===== src/rtl/fp_normalize_round.sv =====
// fp_normalize_round
//   Post-add normalize and round for single-precision add/subtract.
//   Two registered stages with valid/ready handshake:
//     S1 normalizes the raw sum (carry right-shift or leading-zero left-shift).
//     S2 rounds to 24 bits and detects exponent overflow to infinity.
//   Build option: define NORM_ROUND_NEAREST_EVEN_EN for round-to-nearest-even;
//   otherwise the guard/round/sticky bits are truncated.
//
// Ports
//   clk, rst_n            clock, asynchronous active-low reset
//   in_valid / in_ready   upstream handshake
//   in_sign               sign of the larger operand (passed through)
//   in_exponent[7:0]      biased exponent of the larger operand
//   in_sum[26:0]          {carry, significand[25:2] (hidden bit 25), guard, round}
//   in_sticky             OR of bits lost during alignment
//   in_flags[5:0]         {is_nan, is_inf, sign_special, x_is_zero, y_is_zero, do_subtract}
//   out_valid / out_ready downstream handshake
//   out_sign, out_exponent[7:0], out_mantissa[23:0] (hidden bit 23), out_flags[5:0]
module fp_normalize_round (
  input  logic        clk,
  input  logic        rst_n,
  input  logic        in_valid,
  output logic        in_ready,
  input  logic        in_sign,
  input  logic [7:0]  in_exponent,
  input  logic [26:0] in_sum,
  input  logic        in_sticky,
  input  logic [5:0]  in_flags,
  output logic        out_valid,
  input  logic        out_ready,
  output logic        out_sign,
  output logic [7:0]  out_exponent,
  output logic [23:0] out_mantissa,
  output logic [5:0]  out_flags
);

  localparam int FLAG_IS_INF    = 4;
  localparam int FLAG_SIGN_SPEC = 3;

  // Leading-zero count of a 26-bit value; 26 when the value is zero.
  function automatic logic [4:0] lzc26(input logic [25:0] v);
    logic [4:0] n;
    logic       found;
    n     = 5'd26;
    found = 1'b0;
    for (int i = 25; i >= 0; i--) begin
      if (!found && v[i]) begin
        n     = 5'(25 - i);
        found = 1'b1;
      end
    end
    return n;
  endfunction

  logic               vld_p1_q, vld_p2_q;
  logic               in_fire, s2_en, s2_load;

  logic               sign_p1_d, sign_p1_q;
  logic signed [9:0]  exp_p1_d, exp_p1_q;
  logic [23:0]        sig_p1_d, sig_p1_q;
  logic               grd_p1_d, grd_p1_q;
  logic               rnd_p1_d, rnd_p1_q;
  logic               stk_p1_d, stk_p1_q;
  logic [5:0]         flags_p1_d, flags_p1_q;

  logic               sign_p2_q;
  logic [7:0]         exp_p2_d, exp_p2_q;
  logic [23:0]        mant_p2_d, mant_p2_q;
  logic [5:0]         flags_p2_d, flags_p2_q;

  logic signed [9:0]  exp_ext, exp_lz;
  logic [4:0]         lz;
  logic [25:0]        shl;
  logic [24:0]        mant_rnd;
  logic signed [9:0]  exp_rnd;

  // S2 can take a new item when empty or when its current item leaves.
  assign s2_en    = !vld_p2_q || out_ready;
  assign in_ready = !vld_p1_q || s2_en;
  assign in_fire  = in_valid && in_ready;
  assign s2_load  = s2_en && vld_p1_q;

  always_ff @(posedge clk or negedge rst_n) begin
    if (!rst_n) begin
      vld_p1_q <= 1'b0;
      vld_p2_q <= 1'b0;
    end else begin
      if (in_fire) begin
        vld_p1_q <= 1'b1;
      end else if (s2_en) begin
        vld_p1_q <= 1'b0;
      end
      if (s2_en) begin
        vld_p2_q <= vld_p1_q;
      end
    end
  end

  // ---- stage boundary: input -> S1 (normalize) ----
  always_comb begin
    exp_ext    = signed'({2'b00, in_exponent});
    lz         = lzc26(in_sum[25:0]);
    shl        = in_sum[25:0] << lz;
    exp_lz     = exp_ext - signed'({5'b00000, lz});
    sign_p1_d  = in_sign;
    flags_p1_d = in_flags;
    exp_p1_d   = '0;
    sig_p1_d   = '0;
    grd_p1_d   = 1'b0;
    rnd_p1_d   = 1'b0;
    stk_p1_d   = 1'b0;
    if (in_sum[26]) begin
      // Carry out of the add: drop one bit to the right, it joins sticky.
      exp_p1_d = exp_ext + 10'sd1;
      sig_p1_d = in_sum[26:3];
      grd_p1_d = in_sum[2];
      rnd_p1_d = in_sum[1];
      stk_p1_d = in_sticky | in_sum[0];
    end else if ((in_sum[25:0] != 26'd0) && (exp_lz > 10'sd0)) begin
      exp_p1_d = exp_lz;
      sig_p1_d = shl[25:2];
      grd_p1_d = shl[1];
      rnd_p1_d = shl[0];
      stk_p1_d = in_sticky;
    end
    // Otherwise zero or underflow: flush to exponent 0, mantissa 0.
  end

  always_ff @(posedge clk or negedge rst_n) begin
    if (!rst_n) begin
      sign_p1_q  <= 1'b0;
      exp_p1_q   <= '0;
      sig_p1_q   <= '0;
      grd_p1_q   <= 1'b0;
      rnd_p1_q   <= 1'b0;
      stk_p1_q   <= 1'b0;
      flags_p1_q <= '0;
    end else if (in_fire) begin
      sign_p1_q  <= sign_p1_d;
      exp_p1_q   <= exp_p1_d;
      sig_p1_q   <= sig_p1_d;
      grd_p1_q   <= grd_p1_d;
      rnd_p1_q   <= rnd_p1_d;
      stk_p1_q   <= stk_p1_d;
      flags_p1_q <= flags_p1_d;
    end
  end

  // ---- stage boundary: S1 -> S2 (round) ----
`ifdef NORM_ROUND_NEAREST_EVEN_EN
  function automatic logic [24:0] round_mant(input logic [23:0] sig, input logic g,
                                             input logic r, input logic s);
    return {1'b0, sig} + 25'(g && (r || s || sig[0]));
  endfunction
  assign mant_rnd = round_mant(sig_p1_q, grd_p1_q, rnd_p1_q, stk_p1_q);
`else
  function automatic logic [24:0] round_mant(input logic [23:0] sig);
    return {1'b0, sig};
  endfunction
  logic unused_grs;
  assign unused_grs = grd_p1_q ^ rnd_p1_q ^ stk_p1_q;
  assign mant_rnd   = round_mant(sig_p1_q);
`endif

  always_comb begin
    exp_rnd    = exp_p1_q;
    mant_p2_d  = mant_rnd[23:0];
    flags_p2_d = flags_p1_q;
    if (mant_rnd[24]) begin
      mant_p2_d = 24'h800000;
      exp_rnd   = exp_p1_q + 10'sd1;
    end
    exp_p2_d = exp_rnd[7:0];
    if (exp_rnd >= 10'sd255) begin
      exp_p2_d                   = 8'hFF;
      mant_p2_d                  = '0;
      flags_p2_d[FLAG_IS_INF]    = 1'b1;
      flags_p2_d[FLAG_SIGN_SPEC] = sign_p1_q;
    end
  end

  always_ff @(posedge clk or negedge rst_n) begin
    if (!rst_n) begin
      sign_p2_q  <= 1'b0;
      exp_p2_q   <= '0;
      mant_p2_q  <= '0;
      flags_p2_q <= '0;
    end else if (s2_load) begin
      sign_p2_q  <= sign_p1_q;
      exp_p2_q   <= exp_p2_d;
      mant_p2_q  <= mant_p2_d;
      flags_p2_q <= flags_p2_d;
    end
  end

  // ---- stage boundary: S2 -> output ----
  assign out_valid    = vld_p2_q;
  assign out_sign     = sign_p2_q;
  assign out_exponent = exp_p2_q;
  assign out_mantissa = mant_p2_q;
  assign out_flags    = flags_p2_q;

endmodule

===== config.mk =====
export PLATFORM = sky130hd
export DESIGN_NAME = fp_normalize_round
export DESIGN_NICKNAME = d
export VERILOG_FILES = /design/src/rtl/fp_normalize_round.sv
export SDC_FILE = /design/constraint.sdc
export NUM_CORES = 1
export LEC_CHECK = 0
export ABC_CLOCK_PERIOD_IN_PS = 1500
export CAP_MARGIN = 20
export CORE_MARGIN = 10
export CORE_UTILIZATION = 30
export CTS_CLUSTER_DIAMETER = 80
export CTS_CLUSTER_SIZE = 16
export DETAILED_ROUTE_END_ITERATION = 8
export PLACE_DENSITY = 0.5
export SLEW_MARGIN = 10
export SYNTH_ARGS = -nofsm -noshare
export SYNTH_HDL_FRONTEND = slang
export SYNTH_SLANG_ARGS = --single-unit

===== constraint.sdc =====
create_clock -name clk -period 1.5 [get_ports clk]
set_input_delay 0.225 -clock clk [delete_from_list [all_inputs] [get_ports clk]]
set_output_delay 0.225 -clock clk [all_outputs]
set_load 0.005 [all_outputs]

-- Word level (Yosys, flattened, before mapping)
Cells that the tools add are included.
- register bits: 82
- bits in latches: 0
- bits in writable memories: 0
- bits in read-only memories: 0
- input port bits: 47
- output and inout port bits: 41
- memories kept: 0
- $add $sub $neg: 2
- multiply operators: 0
- div/mod/pow operators: 0
- magnitude comparators: 2
- equal/unequal tests: 0
- shift operators: 1
- muxes and demuxes: 60
- bitwise logic cells: 0
- reductions and logical operators: 59
- operators with widths (operator ; number):
    5-bit two-way mux ; 26
    24-bit two-way mux ; 3
    1-bit logical AND ; 28
    1-bit zero test ; 27
    1-bit two-way mux ; 27
    26-bit nonzero test ; 1
    26-bit by 5-bit left shift with 26-bit output ; 1
    10-bit two-way mux ; 2
    10-bit by 9-bit >= comparator with 1-bit output, second input constant ; 1
    8-bit by 1-bit adder with 9-bit output, second input constant ; 1
    9-bit by 1-bit greater-than comparator with 1-bit output, second input constant ; 1
    8-bit by 5-bit subtractor with 9-bit output ; 1
    8-bit two-way mux ; 1
    1-bit logical OR ; 2
    2-bit two-way mux ; 1
    2-bit nonzero test ; 1

-- Depth between registers and ports, before layout
Gate-level depths: netlist (run 1).
- word-level depth: 81
- depth in mapped cells: 19
- gate-level depth less buffers: 17

-- Least setup slack after synthesis (run 1)
Ideal clock, no wire load.
- kind: input port to flip-flop
- from: input in_sum[14]
- to: register sig_p1_q[15]
- library setup time: 0.122 ns
- arrival time: 4.224 ns
- data required time: 1.378 ns
- slack: -2.846 ns
- cell stages on the path: 18
- path buffers: 2
- cell sequence: buf_2 -> nor4_4 -> nand4_1 -> a21oi_1 -> nor3_4 -> inv_2 -> buf_6 -> ha_1 -> inv_1 -> fa_1 -> xor2_1 -> or4b_2 -> a2111oi_0 -> a211oi_1 -> and3_1 -> a221oi_1 -> nand2_1 -> o2111a_1
- cells in the longest elaborated chain, start to end: 49
- elaborated cells between the ends (all ways): 65
- those cells by class: add/sub: 1; order compare: 1; shift: 1; mux: 31; reduce/logical: 31
- RTL lines (what ; RTL line ; source):
    start: declaration ; 26 ; input logic [26:0] in_sum,
    1-bit logical AND ; 47 ; if (!found && v[i]) begin
    1-bit two-way mux ; 47 ;
    1-bit zero test ; 47 ;
    1-bit logical AND ; 47 ;
    1-bit two-way mux ; 47 ;
    1-bit zero test ; 47 ;
    1-bit logical AND ; 47 ;
    1-bit two-way mux ; 47 ;
    [... 33 more ...] ; n/a ;
    1-bit zero test ; 47 ;
    1-bit logical AND ; 47 ;
    5-bit two-way mux ; 47 ;
    8-bit by 5-bit subtractor with 9-bit output ; 104 ; exp_lz = exp_ext - signed'({5'b00000, lz});
    9-bit by 1-bit greater-than comparator with 1-bit output ; 119 ; end else if ((in_sum[25:0] != 26'd0) && (exp_lz > 10'sd0)) begin
    1-bit logical AND ; 119 ;
    24-bit two-way mux * ; 119 ;
    24-bit two-way mux * ; 112 ; if (in_sum[26]) begin
    end signal: assignment ; 141 ; sig_p1_q <= sig_p1_d;
    end: declaration ; 60 ; logic [23:0] sig_p1_d, sig_p1_q;
Mark *: on every way between the ends. The rest lies on a longest branch, timed or not.
A chain may end at the register's enable or synchronous reset.

-- Worst setup path in the final report (run 1)
- from: input in_sum[12]
- to: register sig_p1_q[15]
- cells in the longest elaborated chain, start to end: 43
- elaborated cells between the ends (all ways): 57
- those cells by class: add/sub: 1; order compare: 1; shift: 1; mux: 27; reduce/logical: 27
- RTL lines (what ; RTL line):
    1-bit logical AND ; 47
    1-bit two-way mux ; 47
    1-bit zero test ; 47
    1-bit logical AND ; 47
    1-bit two-way mux ; 47
    1-bit zero test ; 47
    1-bit logical AND ; 47
    1-bit two-way mux ; 47
    [... 27 more ...] ; n/a
    1-bit zero test ; 47
    1-bit logical AND ; 47
    5-bit two-way mux ; 47
    8-bit by 5-bit subtractor with 9-bit output ; 104
    9-bit by 1-bit greater-than comparator with 1-bit output ; 119
    1-bit logical AND ; 119
    24-bit two-way mux * ; 119
    24-bit two-way mux * ; 112
Marked as above.

==> key figures, run 1 <==
Job
  • Number of max-cap violations: 0

Clock tree
  • Root Driver: clkbuf_16
  • Num CTS Buffers: 9
  • Clock Sink Count: 82
  • Clk buf depth: 2
  • Worst-path clk slew: 0.06 ns
  • Clock latency on the worst-skew pair: 0.33 ns
  • CTS tree: yes
  • H-tree depth: 3

Power and ir drop
  • Clock power share: 29.0%
  • Max VDD drop: 0.0006027 V
  • Reg power frac: 37.6%
  • Switching power: 0.002343 W
  • Leakage power: 3.800 nW
  • Comb power frac: 33.4%
  • Internal power: 0.005363 W
  • Switching share of power: 30.41%
  • PwrDens: 908.1 nW/um2

GRT
  • Total track usage: 16.68%
  • Global-route wire length before repair: 32680 um
  • Initial antenna violation count: 0
  • Largest net degree at the start of global routing: 37
  • Overflow after GRT: 0
  • Vias in the first global route: 5894

Worst setup path
  • Worst R2R Setup Slack: -0.04 ns
  • Crit-path cells: buf_2, nor2b_2, buf_4, nor4b_4, nor4_4, nor3_4, inv_2, ha_4, inv_2, fa_2, or4b_4, a2111oi_4, a211oi_4, and3_4, a221oi_2, nand2_1, o2111a_1
  • Kind of end point of the critical path: register
  • R2r startpoint: out_valid
  • Slowest-stage cell, CP: or4b_4
  • CP Launch Type: input pin
  • WP data required: 1.72 ns
  • Crit path kind: in -> reg
  • Worst Setup SP: in_sum[12]
  • CP dominant cell by count: inv_2
  • Critical-path maximum fanout: 7
  • R2R cell count: 6
  • CP max stage delay: 0.54 ns
  • R2R Path End: sig_p1_q[18]
  • Worst Path Arrival: 3.69 ns

Logic synthesis
  • Cell with the most instances after synthesis: nand2_1
  • Yosys top cell area share: 38.21%
  • Synth warn: 0
  • Synth async-reset ratio: 100.0%
  • Top post-synthesis cells by area: dfrtp_1, nand2_1, mux2i_1
  • Post-Syn Area per Cell: 8.378 um2
  • Post-synth top area cell: dfrtp_1
  • Number of synthesized flops with an enable pin: 0
  • Sequential share of the synthesized area: 38.21%
  • Synth cell types: 76
  • Commonest cells in the netlist: nand2_1, dfrtp_1, nor2_1
  • Synth Register Bits: 82
  • Most used flip-flop cell after synthesis: dfrtp_1
  • Syn_nets: 695
  • Post-synthesis cell count: 641
  • Synth Cell Area: 5370 um2

Place
  • Post-Place Worst Slack: -2.729 ns
  • Number of port buffers: 86
  • GPL Wtd Cong: 0.8973
  • Hpwl dp: 15840 um
  • Placed insts: 1060
  • Post-DP Area: 7661 um2

Die
  • Core ar.: 17420 um2
  • Die Area: 23650 um2
  • # rows: 48
  • Die Ht: 153.8 um
  • Initial Utilization: 30.83%
  • Ports: 88
  • Die width: 153.8 um

Cells and area
  • Layout Nets: 930
  • Synth-to-Final Area Change: 58.01%
  • Finished Core Util: 48.72%
  • Design area: 8486 um2
  • Non-filler cells, final: 1106
  • # diodes: 0
  • Share of cells above drive strength 1: 34.62%

Status
  • Violated checks: negative setup slack
  • Outcome: complete, but fails checks

Route
  • Via-to-Cell Ratio: 5.079
  • Number of DRC markers in iteration 0: 288
  • Drt total wl: 20160 um
  • First-pass DRT Iterations: 5
  • Via Count: 5617
  • DRC Markers: 0
  • Routed Antenna Nets: 0
  • DR WL/cell: 18.23 um

Timing
  • Final Worst Setup Slack: -1.977 ns
  • Fmax: 287.6 MHz
  • Final Cycle Share: 231.8%
  • Setup skew after layout: 0.005762 ns
  • Actual slew at the worst max-slew pin: 0.4220 ns
  • Final Hold Vio Count: 0
  • Worst rel slew slack: 71.06%
  • Fin crit period: 3.477 ns
  • Unrepaired setup endpoints after global routing: yes
  • Pins Over Slew Limit: 0
  • Hold slack: 0.3538 ns
  • Final setup violation count: 32

Worst hold path
  • Hold Crit Class: in -> async
[state kept, by name, summed over array words and instances (netlist names)]
register and count:
out_flags 6, vld_p1_q 1, out_valid 1, sign_p1_q 1, exp_p1_q 10, sig_p1_q 24
out_exponent 8, out_sign 1, out_mantissa 24, flags_p1_q 6
[worst max path at each step]
stage                   end  slack [ns]  cells after the start
2_1_floorplan  sig_p1_q[15]       -2.15                     19
3_3_place_gp   sig_p1_q[15]       -2.63                     17
3_5_place_dp    sig_p1_q[5]       -2.73                     18
4_1_cts         sig_p1_q[5]       -2.12                     17
5_1_grt        sig_p1_q[22]       -2.17                     18
6_report       sig_p1_q[15]       -1.98                     17
[cell usage in the layout (no fill, tap or decap), drive strengths merged, types with 11 or more instances in the layout]
master / count
buf: 189
clkdlybuf4s50: 56
o21ai: 53
clkbuf: 15
nor3: 12
nand3: 16
dfrtp: 82
inv: 11
nor2: 54
mux2i: 37
a21oi: 30
nand2: 142
a211oi: 12
a22oi: 13
[logic make-up after synthesis]
logic type               Yosys count  share of synthesized area [%]
AO/OA/AOI/OAI                    171                          21.41
XOR/XNOR                           6                         0.9787
flip-flops                        82                          38.21
buffers and inverters             52                          4.287
adder cells (fa/ha/maj)            7                          1.771
AND/OR/NAND/NOR                  280                          25.19
multiplexers                      43                          8.155
[through the flow]
stage	TNS (ns)	power, W
detailed placement	-84.47	0.005375
CTS	-62.29	0.007718
finish	-58.29	0.007706
global placement	-80.73	0.005338
global route	-65.03	0.008156
floorplan	-63.14	0.003893
[worst max-delay path: cells and delay by family]
family	cells	cell delay [ns]
AND/OR/NAND/NOR	7	1.64
buffers and inverters	4	0.42
adder cells (fa/ha/maj)	2	0.59
AO/OA/AOI/OAI	4	0.83
[layout make-up]
class / instances / area [um2]
fill: 1677 / 8931
multi-input combinational: 507 / 3523
timing repair buffer: 265 / 2272
sequential: 82 / 2052
tap: 225 / 281.5
clock buffer: 11 / 252.7
clock inverter: 5 / 62.56
inverter: 11 / 41.29
[per-layer routing]
layer  GRT usage (%)  vias to the layer above  wire length (um)
li1                -                     2766                 -
met5               0                        -                 0
met2           25.58                      157              8948
met1           22.63                     2667              9596
met4           6.748                        0               639
met3           2.957                       27               977
[power by group through the flow]
| stage | sequential (W) | combinational [W] | clock (W) |
|---|---|---|---|
| after floorplan | 0.00288 | 0.00102 | 0 |
| after global placement | 0.00292 | 0.00242 | 0 |
| after detailed placement | 0.00294 | 0.00244 | 0 |
| after CTS | 0.00290 | 0.00253 | 0.00229 |
| after global routing | 0.00295 | 0.00282 | 0.00239 |
| final | 0.00290 | 0.00257 | 0.00224 |
[timing repair]
action / 4_1_cts / 5_1_grt
endpoints found under the setup margin: 35 / 37
setup buffers: 20 / 11
pin swaps: 33 / 31
gates resized for setup: 117 / 41
hold buffers: 1 / 0
endpoints found under the hold margin: 20 / 0
(Power assumes the default switching activity.)
==> inputs of run 2 (changes only) <==
--- a/config.mk
+++ b/config.mk
@@ -9,9 +9,10 @@
 export CAP_MARGIN = 20
 export CORE_MARGIN = 10
 export CORE_UTILIZATION = 30
-export CTS_CLUSTER_DIAMETER = 80
+export CTS_CLUSTER_DIAMETER = 50
 export CTS_CLUSTER_SIZE = 16
 export DETAILED_ROUTE_END_ITERATION = 8
+export MAX_ROUTING_LAYER = met4
 export PLACE_DENSITY = 0.5
 export SLEW_MARGIN = 10
 export SYNTH_ARGS = -nofsm -noshare
==> key figures, run 2 (synthesis gave the netlist of run 1 again) <==
Worst setup path
  • Critical-path maximum fanout: 8 (+1)
  • CP Launch Type: input pin
  • Crit-path cells: clkbuf_2, nor4_4, buf_4, buf_4, buf_4, buf_4, nand2_4, o21ai_4, a211oi_4, inv_2, buf_4, fa_2, buf_4, xor2_2, or4b_4, a2111oi_4, a211oi_4, and3_4, a221oi_2, nand2_1, o2111a_1
  • Buf+Inv Stages, Crit Path: 8 (+4)
  • Slowest-stage cell, CP: or4b_4
  • Crit path max-delay family: compound AO/OA/AOI/OAI gates
  • CP dominant cell by count: buf_4
  • Kind of end point of the critical path: register
  • Crit path kind: in -> reg
  • CP max stage delay: 0.49 ns (-0.05 ns)
  • WP data required: 1.71 ns (about the same)
  • Worst Path Arrival: 3.76 ns (+0.07 ns)

Clock tree
  • CTS tree: yes
  • Clock latency on the worst-skew pair: 0.33 ns (about the same)
  • Clk buf depth: 2 (unchanged)
  • Root Driver: clkbuf_16
  • H-tree depth: 3 (unchanged)
  • Clock Sink Count: 82 (unchanged)
  • Num CTS Buffers: 9 (unchanged)
  • Worst-path clk slew: 0.06 ns (about the same)

GRT
  • Overflow after GRT: 0 (unchanged)
  • Total track usage: 17.09% (+0.42 points)
  • Global-route wire length before repair: 32370 um (-0.93%)
  • Vias in the first global route: 5769 (-2.1%)
  • Initial antenna violation count: 0 (unchanged)
  • Largest net degree at the start of global routing: 47 (+27%)

Timing
  • Unrepaired setup endpoints after global routing: yes
  • Final setup violation count: 32 (unchanged)
  • Actual slew at the worst max-slew pin: 0.4329 ns (+0.01094 ns)
  • Final Cycle Share: 236.1% (+4.3 points)
  • Fmax: 282.3 MHz (-1.8%)
  • Setup skew after layout: 0.005397 ns (-0.0003644 ns)
  • Setup TNS: -62.73 ns (-4.436 ns)
  • Final Hold Vio Count: 0 (unchanged)
  • Pins Over Slew Limit: 0 (unchanged)
  • Final Worst Setup Slack: -2.042 ns (-0.06518 ns)
  • Fin crit period: 3.542 ns (+0.06518 ns)
  • Worst rel slew slack: 70.31% (-0.75 points)

Power and ir drop
  • Reg power frac: 37.2% (-0.4 points)
  • PwrDens: 904.9 nW/um2 (-0.35%)
  • Comb power frac: 33.4% (about the same)
  • Max VDD drop: 0.0005135 V (-15%)
  • Switching share of power: 29.76% (-0.64 points)
  • Clock power share: 29.4% (+0.4 points)
  • Internal power: 0.005477 W (+2.1%)
  • Leakage power: 3.889 nW (+2.4%)
  • Power, Total: 0.007798 W (+1.2%)
  • Switching power: 0.002321 W (-0.94%)

Route
  • Drt total wl: 20330 um (+0.84%)
  • DR WL/cell: 18.32 um (+0.47%)
  • DRC Markers: 0 (unchanged)
  • First-pass DRT Iterations: 7 (+2)
  • Via Count: 5687 (+1.2%)
  • Via-to-Cell Ratio: 5.123 (+0.88%)
  • Number of DRC markers in iteration 0: 260 (-9.7%)
  • Routed Antenna Nets: 0 (unchanged)

Cells and area
  • # diodes: 0 (unchanged)
  • Synth-to-Final Area Change: 60.46%
  • # fillers: 1638 (-2.3%)
  • Layout Nets: 936 (+0.65%)
  • Most frequent cells in the layout: buf_4, nand2_1, dfrtp_1
  • Most common cell after layout, fill and taps aside: buf_4
  • Share of cells above drive strength 1: 35.25% (+0.63 points)

Worst hold path
  • Hold Crit Class: in -> reg

Die
  • Die width: 153.8 um (unchanged)
  • Core ar.: 17420 um2 (unchanged)
  • Die Area: 23650 um2 (unchanged)
  • # rows: 48 (unchanged)
  • Die Ht: 153.8 um (unchanged)
  • Initial Utilization: 30.83% (unchanged)
  • Ports: 88 (unchanged)

Place
  • GPL Wtd Cong: 0.9357 (+4.3%)
  • Hpwl dp: 15660 um (-1.2%)
  • Number of port buffers: 86 (unchanged)

Status
  • Violated checks: negative setup slack
  • Outcome: complete, but fails checks

Job
  • Number of max-cap violations: 0 (unchanged)
-- run 2: cell count changes in the layout (fill, tap and decap cells not counted), sizes merged --
cell,delta
clkbuf,+2
clkdlybuf4s15,-5
clkdlybuf4s50,-1
clkinv,-1
dlygate4sd2,-2
dlymetal6s2s,+2
bufinv,+1
clkinvlp,-2
buf,+10
-- run 2: worst reg2reg max path, delay by kind of cell, from the launching register on --
| family | cells | cell delay (ns) |
|---|---|---|
| AO/OA/AOI/OAI | 3 | 0.53 |
| buffers and inverters | 3 | 0.48 |
| flip-flops | 1 | 0.38 |
| AND/OR/NAND/NOR | 2 | 0.18 |
-- run 2: per-stage QoR --
stage | setup WS (ns) | utilization, % | hold WS, ns | cells | instance area, um2
after detailed placement | -2.718 | 43.93 | 0.1195 | 1057 | 7651
after global routing | -2.231 | 49.48 | 0.3098 | 1110 | 8617
after floorplan | -2.148 | - | -0.07059 | 641 | 5533
after global placement | -2.642 | 43.93 | 0.1166 | 1057 | 7651
after CTS | -2.099 | 47.67 | 0.3154 | 1092 | 8303
final | -2.042 | 49.48 | 0.2539 | 1110 | 8617
-- run 2: path summary, 6_finish.rpt --
check	startpoint	endpoint	slack, ns	cells after the start
max	in_sum[20]	sig_p1_q[15]	-2.04	21
min	out_ready	out_valid	0.25	3
max in group asynchronous	rst_n	sig_p1_q[13]	0.66	3
max reg2reg	out_valid	sig_p1_q[7]	-0.20	8
min reg2reg	out_exponent[4]	out_exponent[4]	0.47	2
min in group asynchronous	rst_n	out_valid	0.31	2
-- run 2: layer usage --
metal  routed length, um  global-route usage (%)  part of all wire, %  up-vias
met5                   0                       -                    0        -
met4                 391                   5.713                  1.9        0
met3                 875                   2.148                  4.3       32
met2                9373                   26.15                   46      148
met1                9689                   22.91                   48     2712
li1                    -                       -                    -     2795
-- run 2: repair_timing --
item,in CTS,in global routing
pin swaps,35,37
setup endpoints to repair,35,36
hold buffers,1,0
gates resized for setup,123,67
setup buffers,21,21
hold endpoints to repair,16,0
-- run 2: power groups by stage --
stage                     Clock (W)  Sequential (W)  Combinational [W]
after floorplan                   0         0.00288            0.00102
after global placement            0         0.00292            0.00241
after detailed placement          0         0.00294            0.00242
after CTS                   0.00236         0.00290            0.00252
after global routing        0.00243         0.00296            0.00285
final                       0.00230         0.00290            0.00260
-- run 2: layout make-up --
type / instances / area [um2] / area share [%]
well taps: 225 / 281.5 / 3.267
inverters: 11 / 41.29 / 0.4792
clock inverters: 3 / 65.06 / 0.7550
repair buffers: 271 / 2336 / 27.11
clock buffers: 11 / 242.7 / 2.817
multi-input cells: 507 / 3598 / 41.76
flip-flops and latches: 82 / 2052 / 23.81
==> inputs of run 3 (changes only) <==
--- a/config.mk
+++ b/config.mk
@@ -5,7 +5,7 @@
 export SDC_FILE = /design/constraint.sdc
 export NUM_CORES = 1
 export LEC_CHECK = 0
-export ABC_CLOCK_PERIOD_IN_PS = 1500
+export ABC_CLOCK_PERIOD_IN_PS = 3340
 export CAP_MARGIN = 20
 export CORE_MARGIN = 10
 export CORE_UTILIZATION = 30
@@ -13,8 +13,9 @@
 export CTS_CLUSTER_SIZE = 16
 export DETAILED_ROUTE_END_ITERATION = 8
 export MAX_ROUTING_LAYER = met4
-export PLACE_DENSITY = 0.5
+export PLACE_DENSITY = 0.48
 export SLEW_MARGIN = 10
 export SYNTH_ARGS = -nofsm -noshare
 export SYNTH_HDL_FRONTEND = slang
 export SYNTH_SLANG_ARGS = --single-unit
+export TNS_END_PERCENT = 20
==> constraint.sdc (replaced) <==
create_clock -name clk -period 3.34 [get_ports clk]
set_input_delay 0.501 -clock clk [delete_from_list [all_inputs] [get_ports clk]]
set_output_delay 0.501 -clock clk [all_outputs]
set_load 0.005 [all_outputs]
==> key figures, run 3 (synthesis gave the netlist of run 1 again) <==
Worst setup path
  • Worst Path Arrival: 4.00 ns (+0.24 ns)
  • CP Launch Type: input pin
  • Critical-path maximum fanout: 8 (unchanged)
  • R2R Path End: sig_p1_q[19]
  • Crit path kind: in -> reg
  • R2R cell count: 6 (-2)
  • R2r startpoint: vld_p1_q
  • Worst R2R Setup Slack: 1.46 ns (+1.66 ns)
  • Kind of end point of the critical path: register
  • WP data required: 3.56 ns (+1.85 ns)

Route
  • First-pass DRT Iterations: 5 (-2)
  • DR WL/cell: 18.43 um (+0.64%)
  • Via-to-Cell Ratio: 5.259 (+2.6%)
  • Routed Antenna Nets: 0 (unchanged)
  • Via Count: 5611 (-1.3%)
  • Drt total wl: 19670 um (-3.3%)
  • Number of DRC markers in iteration 0: 296 (+14%)
  • DRC Markers: 0 (unchanged)

Timing
  • Actual slew at the worst max-slew pin: 0.4901 ns (+0.05715 ns)
  • Final Cycle Share: 113.3%
  • Worst rel slew slack: 67.22% (-3.1 points)
  • Setup skew after layout: 0.006229 ns (+0.0008317 ns)
  • Unrepaired setup endpoints after global routing: yes
  • Fin crit period: 3.784 ns
  • Final setup violation count: 31 (-3.1%)
  • Final Hold Vio Count: 0 (unchanged)
  • Pins Over Slew Limit: 0 (unchanged)
  • Final Worst Setup Slack: -0.4440 ns (+1.598 ns)
  • Fmax: 264.3 MHz

Die
  • Die Ht: 153.8 um (unchanged)
  • Die Area: 23650 um2 (unchanged)
  • Core ar.: 17420 um2 (unchanged)
  • # rows: 48 (unchanged)
  • Die width: 153.8 um (unchanged)
  • Initial Utilization: 30.83% (unchanged)
  • Ports: 88 (unchanged)

Place
  • Post-Place Worst Slack: -1.375 ns (+1.344 ns)
  • Number of port buffers: 86 (unchanged)
  • GPL Wtd Cong: 0.9060 (-3.2%)
  • Placed insts: 1029 (-2.6%)
  • Hpwl dp: 15230 um (-2.7%)

Job
  • Number of max-cap violations: 0 (unchanged)

GRT
  • Gr busiest metal: met2
  • Largest net degree at the start of global routing: 83 (+77%)
  • Total track usage: 16.82% (-0.27 points)
  • Overflow after GRT: 0 (unchanged)
  • Met2 Usage GRT: 25.43% (-0.72 points)
  • Global-route wire length before repair: 31750 um (-1.9%)
  • GR Util met1: 22.46% (-0.45 points)
  • Vias in the first global route: 5705 (-1.1%)
  • Initial antenna violation count: 0 (unchanged)
  • M3 GR Usage: 2.817% (+0.67 points)

Power and ir drop
  • Leakage power: 3.585 nW (-7.8%)
  • Max VDD drop: 0.0002785 V (-46%)
  • PwrDens: 407.0 nW/um2 (-55%)
  • Power, Total: 0.003292 W (-58%)

Cells and area
  • Non-filler cells, final: 1067 (-3.9%)
  • Layout Nets: 892 (-4.7%)
  • Most common cell after layout, fill and taps aside: nand2_1
  • # fillers: 1710 (+4.4%)
  • FF+latch area: 2052 um2 (unchanged)
  • # diodes: 0 (unchanged)
  • Share of cells above drive strength 1: 30.76% (-4.5 points)
  • Most frequent cells in the layout: nand2_1, buf_4, dfrtp_1
  • Multi-input gate area: 3492 um2 (-3.0%)
  • Synth-to-Final Area Change: 50.61%

Clock tree
  • CTS tree: yes
  • Clock Sink Count: 82 (unchanged)
  • H-tree depth: 3 (unchanged)
  • Worst-path clk slew: 0.06 ns (about the same)
  • Root Driver: clkbuf_16
  • Clk buf depth: 2 (unchanged)
  • Clock latency on the worst-skew pair: 0.33 ns (about the same)
  • Num CTS Buffers: 9 (unchanged)

Worst hold path
  • Hold Crit Class: in -> async

Status
  • Violated checks: negative setup slack
  • Outcome: complete, but fails checks
run 3: final cells by class:
cell class,instances,area share (%)
Tap cell,225,3.481
Clock inverter,3,0.1856
Timing Repair Buffer,227,24.10
Multi-Input combinational cell,507,43.18
Inverter,11,0.5105
Sequential cell,82,25.37
Clock buffer,12,3.171
run 3: worst max-delay path by stage:
stage,from,to
5_1_grt,in_sum[14],sig_p1_q[15]
3_3_place_gp,in_sum[13],sig_p1_q[8]
6_report,in_sum[2],sig_p1_q[15]
2_1_floorplan,in_sum[20],sig_p1_q[15]
3_5_place_dp,in_sum[13],sig_p1_q[8]
4_1_cts,in_sum[18],sig_p1_q[15]
run 3: metal layers:
layer	part of all wire, %	vias up
met1	48	2689
met4	2.1	0
li1	-	2699
met5	0	-
met3	5.0	31
met2	45	192
run 3: through the flow:
step	hold WS, ns	utilization (%)	TNS, ns	area, um2
floorplan	0.2054	-	-13.11	5509
global placement	0.4470	42.17	-35.31	7345
detailed placement	0.4545	42.17	-36.66	7345
CTS	0.3910	44.91	-13.95	7823
global route	0.06454	46.44	-14.94	8088
finish	0.05329	46.44	-9.110	8088
run 3: where the power goes:
part	switching, W	internal (W)
logic	0.000533	0.000571
registers	0.000118	0.00118
clock network	0.000354	0.000535
total	0.00101	0.00229
run 3: worst max-delay path, stage by stage:
cell,delay (ns)
clkdlybuf4s50_1,0.46
o211ai_1,0.29
a21oi_2,0.13
nor3_4,0.20
inv_2,0.07
ha_4,0.16
inv_2,0.05
fa_2,0.43
or4b_4,0.54
a2111oi_4,0.30
a211oi_4,0.19
and3_4,0.21
a221oi_4,0.24
nand2_1,0.08
o2111a_1,0.14
run 3: what timing repair did:
item,in CTS,in global routing
hold buffers,0,0
setup buffers,12,11
pin swaps,30,35
resized for setup,103,51
endpoints found under the setup margin,32,32
